--- src/rtl/diaosi_types_pkg.sv ---
// Shared types for the dual-core coherent bus controller.
package diaosi_types_pkg;

  localparam int CPUS = 2;

  typedef enum logic [3:0] {
    IDLE, IFETCH, WB1, WB2, SNOOP, UPG, MEM1, MEM2, C2C1, C2C2
  } busctl_state_t;

endpackage

--- src/rtl/rr_arb2.sv ---
// Two-requester round-robin pick: on a tie the requester that was not served last wins.
module rr_arb2 (
  input  logic [1:0] req_i,
  input  logic       last_i,
  output logic       grant_o
);

  always_comb begin
    if (req_i == 2'b11) grant_o = ~last_i;
    else                grant_o = req_i[1];
  end

endmodule

--- src/rtl/cc_bus_ctrl.sv ---
// Coherent memory-bus controller: arbitrates one RAM port between two cores'
// icaches and snooping dcaches, and sequences snoops and cache-to-cache forwarding.
module cc_bus_ctrl #(
  parameter int CPUS   = 2,
  parameter int ADDR_W = 32
) (
  input  logic                         CLK,
  input  logic                         nRST,
  input  logic [CPUS-1:0]              iREN,
  input  logic [CPUS-1:0][ADDR_W-1:0]  iaddr,
  output logic [CPUS-1:0]              iwait,
  output logic [CPUS-1:0][31:0]        iload,
  input  logic [CPUS-1:0]              dREN,
  input  logic [CPUS-1:0]              dWEN,
  input  logic [CPUS-1:0][ADDR_W-1:0]  daddr,
  input  logic [CPUS-1:0][31:0]        dstore,
  output logic [CPUS-1:0]              dwait,
  output logic [CPUS-1:0][31:0]        dload,
  input  logic [CPUS-1:0]              cctrans,
  input  logic [CPUS-1:0]              ccwrite,
  output logic [CPUS-1:0]              ccwait,
  output logic [CPUS-1:0]              ccinv,
  output logic [CPUS-1:0][ADDR_W-1:0]  ccsnoopaddr,
  output logic                         ramREN,
  output logic                         ramWEN,
  output logic [ADDR_W-1:0]            ramaddr,
  output logic [31:0]                  ramstore,
  input  logic [31:0]                  ramload,
  input  logic                         ram_ready
);

  import diaosi_types_pkg::*;

  busctl_state_t state_q, state_d;
  logic          req_q, req_d;
  logic          snp_q, snp_d;
  logic          rr_last_q, rr_last_d;

  logic [1:0] wb_req, cc_req;
  logic       wb_g, cc_g, if_g;
  logic       upgrade;

  assign wb_req  = dWEN & ~cctrans;
  assign cc_req  = cctrans & (dREN | ccwrite);
  assign upgrade = ccwrite[req_q] & ~dREN[req_q];

  rr_arb2 u_arb_wb (.req_i(wb_req), .last_i(rr_last_q), .grant_o(wb_g));
  rr_arb2 u_arb_cc (.req_i(cc_req), .last_i(rr_last_q), .grant_o(cc_g));
  rr_arb2 u_arb_if (.req_i(iREN),   .last_i(rr_last_q), .grant_o(if_g));

  always_ff @(posedge CLK) begin
    if (!nRST) begin
      state_q   <= IDLE;
      req_q     <= 1'b0;
      snp_q     <= 1'b1;
      rr_last_q <= 1'b1;
    end else begin
      state_q   <= state_d;
      req_q     <= req_d;
      snp_q     <= snp_d;
      rr_last_q <= rr_last_d;
    end
  end

  always_comb begin
    state_d     = state_q;
    req_d       = req_q;
    snp_d       = snp_q;
    rr_last_d   = rr_last_q;
    iwait       = '1;
    dwait       = '1;
    iload       = '0;
    dload       = '0;
    ccwait      = '0;
    ccinv       = '0;
    ccsnoopaddr = '0;
    ramREN      = 1'b0;
    ramWEN      = 1'b0;
    ramaddr     = '0;
    ramstore    = '0;

    case (state_q)
      IDLE: begin
        // Class priority WB > CC > IF; round-robin inside each class.
        if (|wb_req) begin
          state_d = WB1;
          req_d   = wb_g;
        end else if (|cc_req) begin
          state_d = SNOOP;
          req_d   = cc_g;
          snp_d   = ~cc_g;
        end else if (|iREN) begin
          state_d = IFETCH;
          req_d   = if_g;
        end
      end
      IFETCH: begin
        ramREN  = 1'b1;
        ramaddr = iaddr[req_q];
        if (ram_ready) begin
          iwait[req_q] = 1'b0;
          iload[req_q] = ramload;
          state_d      = IDLE;
        end
      end
      WB1, WB2: begin
        ramWEN       = 1'b1;
        ramaddr      = daddr[req_q];
        ramstore     = dstore[req_q];
        dwait[req_q] = ~ram_ready;
        if (ram_ready) state_d = (state_q == WB1) ? WB2 : IDLE;
      end
      SNOOP: begin
        ccwait[snp_q]      = 1'b1;
        ccsnoopaddr[snp_q] = {daddr[req_q][ADDR_W-1:3], 3'b000};
        ccinv[snp_q]       = ccwrite[req_q];
        if (upgrade)             state_d = UPG;
        else if (ccwrite[snp_q]) state_d = C2C1;
        else                     state_d = MEM1;
      end
      UPG: begin
        ccinv[req_q]  = 1'b1;
        ccwait[snp_q] = 1'b1;
        state_d       = IDLE;
      end
      MEM1, MEM2: begin
        ccinv[req_q] = 1'b1;
        ramREN       = 1'b1;
        ramaddr      = daddr[req_q];
        dload[req_q] = ramload;
        dwait[req_q] = ~ram_ready;
        if (ram_ready) state_d = (state_q == MEM1) ? MEM2 : IDLE;
      end
      C2C1, C2C2: begin
        // Dirty snoopee writes back to RAM while the requester captures the same beat.
        ccinv[req_q] = 1'b1;
        ramWEN       = 1'b1;
        ramaddr      = daddr[snp_q];
        ramstore     = dstore[snp_q];
        dload[req_q] = dstore[snp_q];
        if (ram_ready) begin
          dwait[req_q] = 1'b0;
          dwait[snp_q] = 1'b0;
          state_d      = (state_q == C2C1) ? C2C2 : IDLE;
        end
      end
      default: state_d = IDLE;
    endcase

    if (state_q != IDLE && state_d == IDLE) rr_last_d = req_q;
  end

endmodule

--- config.mk ---
export PLATFORM = sky130hd
export DESIGN_NAME = cc_bus_ctrl
export DESIGN_NICKNAME = d
export VERILOG_FILES = /design/src/rtl/diaosi_types_pkg.sv /design/src/rtl/rr_arb2.sv /design/src/rtl/cc_bus_ctrl.sv
export SDC_FILE = /design/constraint.sdc
export NUM_CORES = 1
export LEC_CHECK = 0
export ABC_AREA = 1
export BUFFER_PORTS_ARGS = -buffer_cell sky130_fd_sc_hd__buf_2
export CORE_AREA = 2 2 198 200
export DETAILED_ROUTE_END_ITERATION = 7
export DIE_AREA = 0 0 200 202
export HOLD_SLACK_MARGIN = 0.05
export PLACE_DENSITY = 0.32
export SLEW_MARGIN = 20
export SYNTH_ARGS = -nofsm -noshare
export SYNTH_HDL_FRONTEND = slang
export SYNTH_SLANG_ARGS = --single-unit
--- constraint.sdc ---
create_clock -name CLK -period 3.9 [get_ports CLK]
set_input_delay 0.39 -clock CLK [delete_from_list [all_inputs] [get_ports CLK]]
set_output_delay 0.39 -clock CLK [all_outputs]
set_load 0.05 [all_outputs]
# After elaboration in Yosys (flattened, before gate mapping)
# Index checks and enable logic that the tools add are counted.
# totals
elab_cells	115
inputBits	237
out_inout_bits	266
ff_bits	7
# classes
n_mux	57
bitwise_logic	18
n_reduce_logical	20
magnitude_cmp	4
n_eq_ne	12
# ops
op	count
two-way mux 32 bit	12
bitwise AND 64 bit	3
two-way mux 64 bit	3
one-hot mux 64 bit (2 select lines)	1
one-hot mux 32 bit (3 select lines)	1
demux 32 bit (select 1 bit)	2
one-hot mux 32 bit (2 select lines)	1
two-way mux 4 bit	10
one-hot mux 4 bit (6 select lines)	1
== test 4 x 3 -> 1 bit (second input constant)	4
two-way mux 1 bit	16
OR reduction 2 bit	7
two-way mux 2 bit	5
bitwise AND 2 bit	4
== test 4 x 2 -> 1 bit (second input constant)	2
== test 4 bit (second input constant)	2
zero test 4 bit	2
one-hot mux 2 bit (2 select lines)	2
OR reduction 4 bit	2
== test 2 bit (second input constant)	3
inverter 2 bit	3
inverter 1 bit	5
OR reduction 5 bit	1
== test 4 x 1 -> 1 bit (second input constant)	1
12 further kinds	18

# Longest topological paths before layout
# Gate-level depths: netlist of run 1.
# logic_depth
ltp_word	8
ltp_mapped	11
depth_no_buf	10

# Hierarchy
# A second synthesis of run 1 with hierarchy kept.
# hier_totals
hier_cells	1022
hier_area_um2	4625.7
# by_module_without_submodules
mod	area_each_um2	cells_per_inst	seq_area_each_um2	instances
cc_bus_ctrl	4588.2	1016	140.1	1
rr_arb2	12.5	2	0.0	3

# Least setup slack after synthesis of run 1
# OpenSTA, ideal clock, no wires.
# synth_path
path_type	reg-to-output
start	register snp_q
end	output port ccinv[0]
t_required_ns	3.510
n_path_buf	2
path_slack_ns	0.693
path_stages_with_launch	6
arrival_time_ns	2.817
cell_sequence	dfxtp_1 > buf_2 > nor3_1 > nand2_1 > clkbuf_1 > o22ai_1
# synth_between
elab_chain_len	6
elab_cells_between_ends	7
cone_classes	2 x order compare; 3 x mux; 1 x bitwise; 1 x reduce/logical
# synth_lines
item	line_no	rtl
from (decl)	cc_bus_ctrl.sv:36	logic snp_q, snp_d;
from (signal assigned)	cc_bus_ctrl.sv:60	snp_q <= snp_d;
< comparator 1 x 2 -> 1 bit (implied by the code) or >= comparator 1 bit (tied branches)	cc_bus_ctrl.sv:116	ccinv[snp_q] = ccwrite[req_q];
logical AND 1 bit (implied by the code)	cc_bus_ctrl.sv:116	
two-way mux 1 bit (implied by the code)	cc_bus_ctrl.sv:116	
demux 1 bit (select 1 bit) *	cc_bus_ctrl.sv:116	
bitwise AND 2 bit (no source line) *	n/a	
one-hot mux 2 bit (2 select lines) *	cc_bus_ctrl.sv:82	case (state_q)
to (decl)	cc_bus_ctrl.sv:22	output logic [CPUS-1:0] ccinv,
# Mark *: on every way between the ends. The rest lies on a longest branch, timed or not.

==> parameters.txt, run 1 <==
Parameter                              Value

Cells and area
  Growth of design area from synthesis to finish    66.74%
  Nets    1692
  Share of post-route cells with drive strength above 1    0.3735

Power
  Max rail drop VDD    0.2066 mV
  Total Power    3.208 mW
  Leakage power figure    4.528 nW
  Total power divided by cell area    425.1 nW/um2

Clocking
  Post-CTS Hold Buffers    0
  Deepest clock path buffer count    2
  Number of levels the H-tree was split into    1
  Worst-skew pair later-pin latency    0.23 ns
  Clk slew on worst S/H paths    around 0.040 ns
  TritonCTS Buffers    3
  Total setup buffers inserted after CTS    0
  Clock root buffer    sky130_fd_sc_hd__clkbuf_16
  TritonCTS clock tree    done
  Num Clock Sinks    7
  Count of cells resized by post-cts repair    0

Detailed routing
  Average detailed-routed wire length per instance    between 15 and 20 um
  Length of the first detailed-routing pass in iterations    5
  DRT Wirelength    33.41 mm
  DR DRC count    0
  Total number of vias    8085
  Number of violations reported at the end of detailed-routing iteration 0    296
  Via density per instance    about 4.1
  Antenna-violating nets left    0

Floorplanning
  IO Count    503
  Std-Cell Core Area    between 30000 and 40000 um2
  Site row count    72
  Area enclosed by the die boundary    40400 um2
  Initial cell density of the core    0.1182
  Die boundary height    202 um
  Chip width    200 um

Setup path
  Cells traversed along the worst timing path    inv_2, buf_4, nor2_1, nor2_1, nand2_1, o21a_1, nor2_1, buf_2
  Category of the critical setup timing path    register to output port
  Nature of the critical path endpoint    output port
  Endpoint required time on the critical path    roughly 3.5 ns
  Reg-to-reg startpoint    snp_q
  Top fanout value on the critical path    34
  Critical Path Source    snp_q
  Worst EP arrival    roughly 2.6 ns
  Most numerous cell on the critical path    sky130_fd_sc_hd__nor2_1
  CP delay by family, top    buffers and inverters
  Count of buffering cells on the critical path with inverters included    3
  Crit-path slowest cell    sky130_fd_sc_hd__dfxtp_4
  Crit path largest cell delay    0.47 ns
  CP startpoint kind    register

GRT
  First-pass GRT wire length    47.58 mm
  Congestion Overflow GR    0
  GRT Resource Usage Total    0.1538
  Vias in the first global route    slightly below 8000
  Largest net degree at the start of global routing    46
  Number of antenna violations at the first check in global routing    2

Synthesis
  Async S/R FF share, synth    0
  Top cell type by total area after synthesis    sky130_fd_sc_hd__nor2_1
  Post-synthesis sequential area ratio    0.03096
  Top cells by area in the synthesized netlist    sky130_fd_sc_hd__nor2_1 28%, sky130_fd_sc_hd__nand2_1 20%, sky130_fd_sc_hd__o21ai_0 13%
  Number of synthesis warnings    0
  Number of enable flip-flop cells after synthesis    0
  Top cells by instance count after synthesis    340 x sky130_fd_sc_hd__nor2_1, 238 x sky130_fd_sc_hd__nand2_1, 117 x sky130_fd_sc_hd__o21ai_0
  Cell variety after synth    31
  Synth Cell Area    between 4000 and 5000 um2
  Area share of the largest cell type after synthesis    0.2820
  Flops & latches, synth    7
  Ys flop type    sky130_fd_sc_hd__dfxtp_1
  Top-count cell post-synth    sky130_fd_sc_hd__nor2_1
  Mean instance size in the synthesized netlist    4.490 um2
  Instance count of the mapped netlist    1008

Worst hold path
  Hold Path Class    input pin to register
  Launch point of the worst hold path    nRST

Place
  IO Port Bufs    a little under 500
  Routability congestion estimate    approximately 0.83
  HPWL after detailed placement    27.36 mm
  Setup Slack @ Placement    between 1 and 1.5 ns

Run status
  Result of the run    completed

Timing
  Fraction of the cycle the final worst path needs    0.7762
  Fin worst setup slack    0.8727 ns
  Final critical-path required period    3.027 ns
  Headroom to the max-slew limit    0.5058
  Unrepaired setup endpoints after global routing    no
  Setup Skew    0.001908 ns
  Post-route setup TNS    0 ns
  Pin slew with the least headroom to its limit    0.7395 ns
  Total of endpoints with negative setup slack in the final report    0
  Final-report hold violation count    0
  Maximum operating frequency    0.3303 GHz
  Final-report max-slew violation count    0

Flow run
  Number of max-cap violations    0
report_power, final:
| group | switching (mW) | leakage [nW] | internal, mW |
|---|---|---|---|
| combinational | 2.22 | 4.43 | 0.651 |
| clock | 0.0380 | 0.0382 | 0.136 |
| sequential | 0.0753 | 0.0581 | 0.0928 |
final timing paths:
path	endpoint	slack, ns	cells past startpoint
hold reg to reg	rr_last_q	0.52	2
setup reg to reg	rr_last_q	1.63	11
hold / removal	rr_last_q	0.41	2
setup / recovery	dload[20]	0.87	8
routing by layer:
metal	GRT usage	share of wire	up-vias
met2	0.2969	0.50	393
met4	0.04365	0.028	2
li1	-	-	4043
met1	0.1690	0.39	3610
met3	0.02636	0.078	37
met5	0	0.00039	-
per-stage QoR:
| step | instance area, um2 | std cells | hold slack, ns | utilization |
|---|---|---|---|---|
| 2_1_floorplan | 4544 | 1013 | 0.4590 | - |
| 3_3_place_gp | 7465 | 1968 | 0.5159 | 0.1950 |
| 3_5_place_dp | 7465 | 1968 | 0.5201 | 0.1950 |
| 4_1_cts | 7543 | 1972 | 0.4100 | 0.1970 |
| 5_1_grt | 7546 | 1973 | 0.4240 | 0.1971 |
| 6_report | 7546 | 1973 | 0.4135 | 0.1971 |
flip-flops by register name (all words and copies together), names as in the netlist:
signal / flops
state_q: 4
req_q: 1
rr_last_q: 1
snp_q: 1
placed cells by master (no fill, tap or decap), types with 2 or more instances in the layout:
master	instances
sky130_fd_sc_hd__dfxtp_4	2
sky130_fd_sc_hd__nor2_1	340
sky130_fd_sc_hd__o21a_1	31
sky130_fd_sc_hd__nor2_4	2
sky130_fd_sc_hd__clkbuf_16	3
sky130_fd_sc_hd__dfxtp_1	5
sky130_fd_sc_hd__inv_1	92
sky130_fd_sc_hd__o221ai_1	17
sky130_fd_sc_hd__a21oi_1	6
sky130_fd_sc_hd__buf_2	496
sky130_fd_sc_hd__or2_2	8
sky130_fd_sc_hd__buf_4	20
sky130_fd_sc_hd__nand4_1	3
sky130_fd_sc_hd__nand3_1	13
sky130_fd_sc_hd__o211ai_1	10
sky130_fd_sc_hd__conb_1	6
sky130_fd_sc_hd__nand3_2	4
sky130_fd_sc_hd__o21ai_1	13
sky130_fd_sc_hd__a31oi_1	12
sky130_fd_sc_hd__inv_2	5
sky130_fd_sc_hd__o22ai_1	3
sky130_fd_sc_hd__o21ai_0	117
sky130_fd_sc_hd__nand2_1	238
layout make-up:
type / instances / area [um2]
inverter: 98 / 369.1
antenna: 1 / 2.502
clock buffer: 4 / 78.83
fill: 4643 / 30740
sequential: 7 / 147.6
tap: 518 / 648.1
multi-input combinational: 829 / 3667
timing repair buffer: 516 / 2633
kinds of logic (layout without fill, tap and decap cells):
family / count (synthesis) / in the layout / share of synthesized area
flip-flops: 7 / 7 / 0.03096
buffers and inverters: 177 / 618 / 0.1639
AO/OA/AOI/OAI: 211 / 211 / 0.2756
AND/OR/NAND/NOR: 611 / 611 / 0.5264
multiplexers: 1 / 1 / 0.002212
other: 1 / 7 / 0.0008286
(Power assumes the default switching activity.)
==> run 2: changes to the inputs <==
--- a/config.mk
+++ b/config.mk
@@ -7,11 +7,11 @@
 export LEC_CHECK = 0
 export ABC_AREA = 1
 export BUFFER_PORTS_ARGS = -buffer_cell sky130_fd_sc_hd__buf_2
-export CORE_AREA = 2 2 198 200
+export CORE_AREA = 2 2 194 196
 export DETAILED_ROUTE_END_ITERATION = 7
-export DIE_AREA = 0 0 200 202
+export DIE_AREA = 0 0 196 198
 export HOLD_SLACK_MARGIN = 0.05
-export PLACE_DENSITY = 0.32
+export PLACE_DENSITY = 0.35
 export SLEW_MARGIN = 20
 export SYNTH_ARGS = -nofsm -noshare
 export SYNTH_HDL_FRONTEND = slang
==> constraint.sdc (replaced) <==
create_clock -name CLK -period 2.4 [get_ports CLK]
set_input_delay 0.24 -clock CLK [delete_from_list [all_inputs] [get_ports CLK]]
set_output_delay 0.24 -clock CLK [all_outputs]
set_load 0.05 [all_outputs]
==> run 2 against run 1 <==
  * Utilization up 1.5 points
  * Critical path depth unchanged
  * Clock power rose by 68%
  * Sequential share of layout area decreased by 0.073 points
  * Power up 70%
  * Register-to-register slack worse by 1.0 ns
==> parameters.txt, run 2 (synthesis gave the netlist of run 1 again) <==
Parameter                              Value

Run status
  Result of the run    completed

Timing
  Final-report max-slew violation count    0 (unchanged)
  Total of endpoints with negative setup slack in the final report    0 (unchanged)
  Maximum operating frequency    0.4533 GHz
  Fraction of the cycle the final worst path needs    0.9191
  Setup Skew    0.004975 ns (+0.003067 ns)
  Headroom to the max-slew limit    0.5424 (+0.03654)
  Pin slew with the least headroom to its limit    0.6793 ns (-0.06024 ns)
  Final critical-path required period    approximately 2.2 ns
  Unrepaired setup endpoints after global routing    no
  Final-report hold violation count    0 (unchanged)
  Hold Slack    0.2619 ns (-0.1515 ns)

Clocking
  Number of levels the H-tree was split into    1 (unchanged)
  Clk slew on worst S/H paths    0.04 ns (about the same)
  Num Clock Sinks    7 (unchanged)
  TritonCTS clock tree    done
  Worst-skew pair later-pin latency    0.24 ns (about the same)
  Clock root buffer    sky130_fd_sc_hd__clkbuf_16
  Deepest clock path buffer count    2 (unchanged)
  TritonCTS Buffers    3 (unchanged)
  Total setup buffers inserted after CTS    0 (unchanged)

Setup path
  CP startpoint kind    register
  Top fanout value on the critical path    29 (-15%)
  Worst EP arrival    1.97 ns (-0.67 ns)
  Crit-path slowest cell    sky130_fd_sc_hd__dfxtp_4
  Category of the critical setup timing path    register to output port
  Most numerous cell on the critical path    sky130_fd_sc_hd__nor2_1
  Crit path largest cell delay    0.38 ns (-0.09 ns)
  Nature of the critical path endpoint    output port
  Count of buffering cells on the critical path with inverters included    3 (unchanged)
  Cells traversed along the worst timing path    inv_2, buf_12, nor2_1, nor2_1, nand2_1, o21a_1, nor2_1, buf_2
  CP delay by family, top    buffers and inverters
  Endpoint required time on the critical path    2.16 ns (-1.35 ns)

Floorplanning
  IO Count    503 (unchanged)
  Initial cell density of the core    0.1225 (+0.004258)
  Std-Cell Core Area    36960 um2 (-3.5%)
  Site row count    71 (-1.4%)
  Chip width    196 um (-2.0%)
  Die boundary height    198 um (-2.0%)
  Area enclosed by the die boundary    38810 um2 (-3.9%)

Worst hold path
  Hold Path Class    input pin to register

Place
  IO Port Bufs    496 (unchanged)
  Routability congestion estimate    0.8919 (+7.0%)
  HPWL after detailed placement    27.22 mm (-0.53%)
  Placed inst area    7747 um2 (+3.8%)

Flow run
  Number of max-cap violations    0 (unchanged)

Detailed routing
  Average detailed-routed wire length per instance    17.22 um (+1.7%)
  Length of the first detailed-routing pass in iterations    6 (+1)
  Number of violations reported at the end of detailed-routing iteration 0    554 (+87%)
  Antenna-violating nets left    0 (unchanged)
  Via density per instance    4.175 (+1.9%)
  DR DRC count    0 (unchanged)
  Total number of vias    8132 (+0.58%)
  DRT Wirelength    33.55 mm (+0.45%)

Cells and area
  Max reg flops    4 (unchanged)
  Share of post-route cells with drive strength above 1    0.4018 (+0.02831)
  Growth of design area from synthesis to finish    73.18%
  Most common cell after layout, fill and taps aside    sky130_fd_sc_hd__buf_2
  Largest register by flop count    state_q
  Nets    1709 (+1.0%)
  Commonest cells after routing, fill and taps aside    495 x sky130_fd_sc_hd__buf_2, 312 x sky130_fd_sc_hd__nor2_1, 237 x sky130_fd_sc_hd__nand2_1
  Post-route cell area    7838 um2 (+3.9%)

GRT
  Largest net degree at the start of global routing    44 (-4.3%)
  GRT Resource Usage Total    0.1606 (+0.006836)
  Congestion Overflow GR    0 (unchanged)
  Vias in the first global route    7744 (-2.6%)
  Number of antenna violations at the first check in global routing    3 (+1)
  First-pass GRT wire length    48.39 mm (+1.7%)

Power
  Total power divided by cell area    694.4 nW/um2 (+63%)
  Leakage power figure    4.654 nW (+2.8%)
  Max rail drop VDD    0.3681 mV (+78%)
## run 2: report_power, final
part,total [mW],switching [mW],internal (mW)
clock network,0.293,0.0709,0.222
registers,0.234,0.0831,0.151
logic,4.92,3.70,1.21
## run 2: per-stage QoR
step / power [mW] / setup slack (ns) / setup TNS (ns) / utilization / cells
after floorplan: 3.615 / -0.1725 / -4.166 / - / 1013
after global routing: 5.843 / 0.007285 / 0 / 0.2121 / 1948
after global placement: 5.188 / 0.3939 / 0 / 0.2096 / 1941
after CTS: 5.474 / 0.1148 / 0 / 0.2118 / 1945
final: 5.443 / 0.1941 / 0 / 0.2121 / 1948
after detailed placement: 5.165 / 0.3772 / 0 / 0.2096 / 1941
## run 2: routing by layer
metal	vias to the layer above	GRT usage	share of wire
met4	0	0.03283	0.016
met2	309	0.2794	0.49
met3	31	0.01567	0.053
met5	-	0	0
li1	4079	-	-
met1	3713	0.2150	0.44
## run 2: final timing paths
kind | slack, ns | end | from | depth (start not counted)
max | 0.19 | dload[11] | snp_q | 8
min | 0.26 | snp_q | nRST | 2
max reg2reg | 0.62 | rr_last_q | state_q[3] | 10
min reg2reg | 0.53 | rr_last_q | rr_last_q | 2
## run 2: final cells by class
| type | instances | area [um2] |
|---|---|---|
| Antenna cell | 3 | 7.507 |
| Clock buffer | 4 | 78.83 |
| Fill cell | 4440 | 29120 |
| Inverter | 98 | 367.9 |
| Multi-Input combinational cell | 829 | 3751 |
| Sequential cell | 7 | 147.6 |
| Tap cell | 474 | 593.1 |
| Timing Repair Buffer | 533 | 2892 |
## run 2: timing repair
action / CTS / global route
endpoints found under the setup margin: 0 / 3
hold buffers: 0 / 0
endpoints found under the hold margin: 0 / 0
resized for setup: 0 / 1
## run 2: worst reg2reg max path: stages (launching register included)
cell and delay (ns):
sky130_fd_sc_hd__dfxtp_1 0.41, sky130_fd_sc_hd__inv_2 0.07, sky130_fd_sc_hd__nand2_1 0.34, sky130_fd_sc_hd__buf_4 0.21, sky130_fd_sc_hd__nand2_1 0.09, sky130_fd_sc_hd__nand2_1 0.08
sky130_fd_sc_hd__nand3_1 0.07, sky130_fd_sc_hd__nor2_1 0.17, sky130_fd_sc_hd__nand3_1 0.10, sky130_fd_sc_hd__nand2_1 0.06, sky130_fd_sc_hd__nand3_1 0.06
==> run 3: changes to the inputs <==
--- a/config.mk
+++ b/config.mk
@@ -5,13 +5,13 @@
 export SDC_FILE = /design/constraint.sdc
 export NUM_CORES = 1
 export LEC_CHECK = 0
-export ABC_AREA = 1
 export BUFFER_PORTS_ARGS = -buffer_cell sky130_fd_sc_hd__buf_2
-export CORE_AREA = 2 2 194 196
+export CORE_AREA = 2 2 196 198
 export DETAILED_ROUTE_END_ITERATION = 7
-export DIE_AREA = 0 0 196 198
+export DIE_AREA = 0 0 198 200
 export HOLD_SLACK_MARGIN = 0.05
-export PLACE_DENSITY = 0.35
+export PLACE_DENSITY = 0.32
+export RECOVER_POWER = 50
 export SLEW_MARGIN = 20
 export SYNTH_ARGS = -nofsm -noshare
 export SYNTH_HDL_FRONTEND = slang
==> run 3 against run 2 <==
  * Clock power hardly changed
  * Synthesized cell count is 39% lower
  * Sequential power is 8% lower
  * Count of clock-buffer cells in the layout stayed put
  * Sequential share of layout area hardly changed
  * Critical endpoint is now ramaddr[12]
==> parameters.txt, run 3 <==
Parameter                              Value

Run status
  Result of the run    completed

Synthesis
  Top cell type by total area after synthesis    sky130_fd_sc_hd__mux2i_1
  Flops & latches, synth    7 (unchanged)
  Async S/R FF share, synth    0 (unchanged)
  Top-count cell post-synth    sky130_fd_sc_hd__nor2_1
  Synth Cell Area    3849 um2 (-15%)
  Post-synthesis sequential area ratio    0.03641 (+0.005446)
  Mean instance size in the synthesized netlist    6.309 um2 (+41%)
  Number of enable flip-flop cells after synthesis    0 (unchanged)
  Number of synthesis warnings    0 (unchanged)
  Instance count of the mapped netlist    610 (-39%)
  Top cells by area in the synthesized netlist    sky130_fd_sc_hd__mux2i_1 24%, sky130_fd_sc_hd__nor2_1 19%, sky130_fd_sc_hd__and2_1 11%
  Top cells by instance count after synthesis    194 x sky130_fd_sc_hd__nor2_1, 94 x sky130_fd_sc_hd__mux2i_1, 68 x sky130_fd_sc_hd__and2_1
  Ys flop type    sky130_fd_sc_hd__dfxtp_1
  Area share of the largest cell type after synthesis    0.2445 (-0.03753)
  Cell variety after synth    43 (+39%)

Power
  Max rail drop VDD    0.3100 mV (-16%)
  Total Power    4.754 mW (-13%)
  Logic gate share of total power    0.894 (-0.009)
  Share of total power in the clock network    0.061 (+0.007)
  Net switching component of the power    2.960 mW (-23%)
  Total power divided by cell area    620.4 nW/um2 (-11%)
  Internal power consumption    1.794 mW (+13%)
  Proportion of power drawn by flip-flops and latches    0.045 (+0.002)
  Switching power share of the total    0.6226 (-0.08632)
  Leakage power figure    4.063 nW (-13%)

Cells and area
  Max reg flops    4 (unchanged)
  Post-route cell area    7664 um2 (-2.2%)
  Growth of design area from synthesis to finish    99.12%
  Nets    1328 (-22%)
  Largest register by flop count    state_q
  Utilization of the core after routing    0.2049 (-0.007169)
  Most common cell after layout, fill and taps aside    sky130_fd_sc_hd__buf_2
  Commonest cells after routing, fill and taps aside    363 x sky130_fd_sc_hd__buf_2, 193 x sky130_fd_sc_hd__nor2_1, 95 x sky130_fd_sc_hd__clkbuf_2
  Number of non-filler instances in the completed layout    1609 (-17%)
  Share of post-route cells with drive strength above 1    0.5147 (+0.1129)

Setup path
  Reg-to-reg startpoint    req_q
  Critical Path Source    req_q
  Top fanout value on the critical path    23 (-21%)
  Category of the critical setup timing path    register to output port
  Endpoint required time on the critical path    2.16 ns (about the same)
  Setup slack on the worst flop-to-flop path    0.20 ns (-0.42 ns)
  CP startpoint kind    register
  Worst EP arrival    2.05 ns (+0.08 ns)
  Crit-path slowest cell    sky130_fd_sc_hd__dfxtp_4
  Count of buffering cells on the critical path with inverters included    3 (unchanged)
  Last element of the critical path    ramaddr[12]
  Total stage count of the critical path    6 (-2)
  Crit path largest cell delay    0.51 ns (+0.13 ns)
  Nature of the critical path endpoint    output port
  End of the worst register-to-register path    rr_last_q
  CP delay by family, top    buffers and inverters
  Reg2reg path depth    6 (-4)
  Cells traversed along the worst timing path    buf_16, clkbuf_2, mux2i_1, nor2_1, a221o_1, buf_2

GRT
  Global-route track usage on met1    0.1669 (-0.04818)
  Number of antenna violations at the first check in global routing    9 (+6)
  Largest net degree at the start of global routing    46 (+4.5%)
  First-pass GRT wire length    43.50 mm (-10%)
  Vias in the first global route    6583 (-15%)
  Routing usage on met3    0.03007 (+0.01440)
  Met2 capacity usage during global routing    0.2774 (-0.002039)
  GRT Resource Usage Total    0.1477 (-0.01290)
  Congestion Overflow GR    0 (unchanged)
  Highest-utilization routing layer at the global route stage    met2

Timing
  Final-report max-slew violation count    0 (unchanged)
  Fin worst setup slack    0.1060 ns (-0.08804 ns)
  Final critical-path required period    2.294 ns (+0.08804 ns)
  Fraction of the cycle the final worst path needs    0.9558 (+0.03668)
  Final-report hold violation count    0 (unchanged)
  Hold Slack    0.2587 ns (-0.003282 ns)
  Unrepaired setup endpoints after global routing    no
  Pin slew with the least headroom to its limit    0.6557 ns (-0.02361 ns)
  Total of endpoints with negative setup slack in the final report    0 (unchanged)
  Maximum operating frequency    0.4359 GHz (-3.8%)
  Headroom to the max-slew limit    0.5612 (+0.01887)
  Setup Skew    0.0005196 ns (-0.004455 ns)
  Post-route setup TNS    0 ns (unchanged)

Floorplanning
  Area enclosed by the die boundary    39600 um2 (+2.0%)
  Chip width    198 um (+1.0%)
  Std-Cell Core Area    37400 um2 (+1.2%)
  Die boundary height    200 um (+1.0%)
  Initial cell density of the core    0.1029 (-0.01955)
  IO Count    503 (unchanged)
  Site row count    71 (unchanged)

Place
  Routability congestion estimate    0.8750 (-1.9%)
  IO Port Bufs    496 (unchanged)
  Placed inst area    7465 um2 (-3.6%)
  Setup Slack @ Placement    0.08750 ns (-0.2897 ns)
  Placed Cells    1586 (-18%)
  HPWL after detailed placement    25.39 mm (-6.7%)

Clocking
  TritonCTS clock tree    done
  TritonCTS Buffers    3 (unchanged)
  Number of levels the H-tree was split into    1 (unchanged)
  Num Clock Sinks    7 (unchanged)
  Worst-skew pair later-pin latency    0.23 ns (about the same)
  Deepest clock path buffer count    2 (unchanged)
  Clock root buffer    sky130_fd_sc_hd__clkbuf_16
  Clk slew on worst S/H paths    0.04 ns (about the same)

Detailed routing
  Number of violations reported at the end of detailed-routing iteration 0    234 (-58%)
  Average detailed-routed wire length per instance    19.93 um (+16%)
  DRT Wirelength    32.07 mm (-4.4%)
  Via density per instance    4.099 (-1.8%)
  DR DRC count    0 (unchanged)
  Antenna-violating nets left    0 (unchanged)
  Length of the first detailed-routing pass in iterations    4 (-2)
  Total number of vias    6596 (-19%)

Worst hold path
  Hold Path Class    input pin to register

Flow run
  Number of max-cap violations    0 (unchanged)
run 3: power by group through the flow:
| stage | Clock [mW] | Sequential, mW | Combinational [mW] |
|---|---|---|---|
| after floorplan | 0 | 0.158 | 2.68 |
| after global placement | 0 | 0.199 | 4.20 |
| after detailed placement | 0 | 0.197 | 4.22 |
| after CTS | 0.296 | 0.206 | 4.32 |
| after global routing | 0.305 | 0.220 | 4.47 |
| final | 0.291 | 0.215 | 4.25 |
run 3: kinds of logic after synthesis:
kind of cell,count (synthesis),synth area share
simple gates,309,0.3713
compound gates,130,0.2549
mux,95,0.2474
buf+inv,68,0.08908
flops,7,0.03641
other cells,1,0.0009744
run 3: worst min-delay path by stage:
| stage | start | to | slack [ns] | depth (start not counted) |
|---|---|---|---|---|
| finish | nRST | rr_last_q | 0.26 | 2 |
| global route | nRST | snp_q | 0.29 | 2 |
| CTS | nRST | rr_last_q | 0.26 | 2 |
| detailed placement | nRST | rr_last_q | 0.50 | 2 |
| global placement | nRST | rr_last_q | 0.51 | 2 |
| floorplan | nRST | rr_last_q | 0.31 | 1 |
run 3: timing repair:
| action | 4_1_cts | 5_1_grt |
|---|---|---|
| gates cloned | 3 | 2 |
| gates resized for setup | 20 | 21 |
| hold buffers | 0 | 0 |
| setup buffers | 0 | 6 |
| pin swaps | 7 | 6 |
| endpoints found under the setup margin | 127 | 129 |
run 3: per-layer routing:
metal,vias up,part of all wire,wire length [um]
met1,3109,0.40,12730
met3,28,0.072,2304
li1,3111,-,-
met5,-,0,0
met4,0,0.023,739
met2,348,0.51,16300
run 3: area by class of cell:
type,count,area [um2]
timing repair buffer,531,3224
fill,4385,29740
antenna,8,20.02
sequential,7,147.6
multi-input combinational,543,3535
inverter,5,18.77
tap,511,639.4
clock buffer,4,78.83
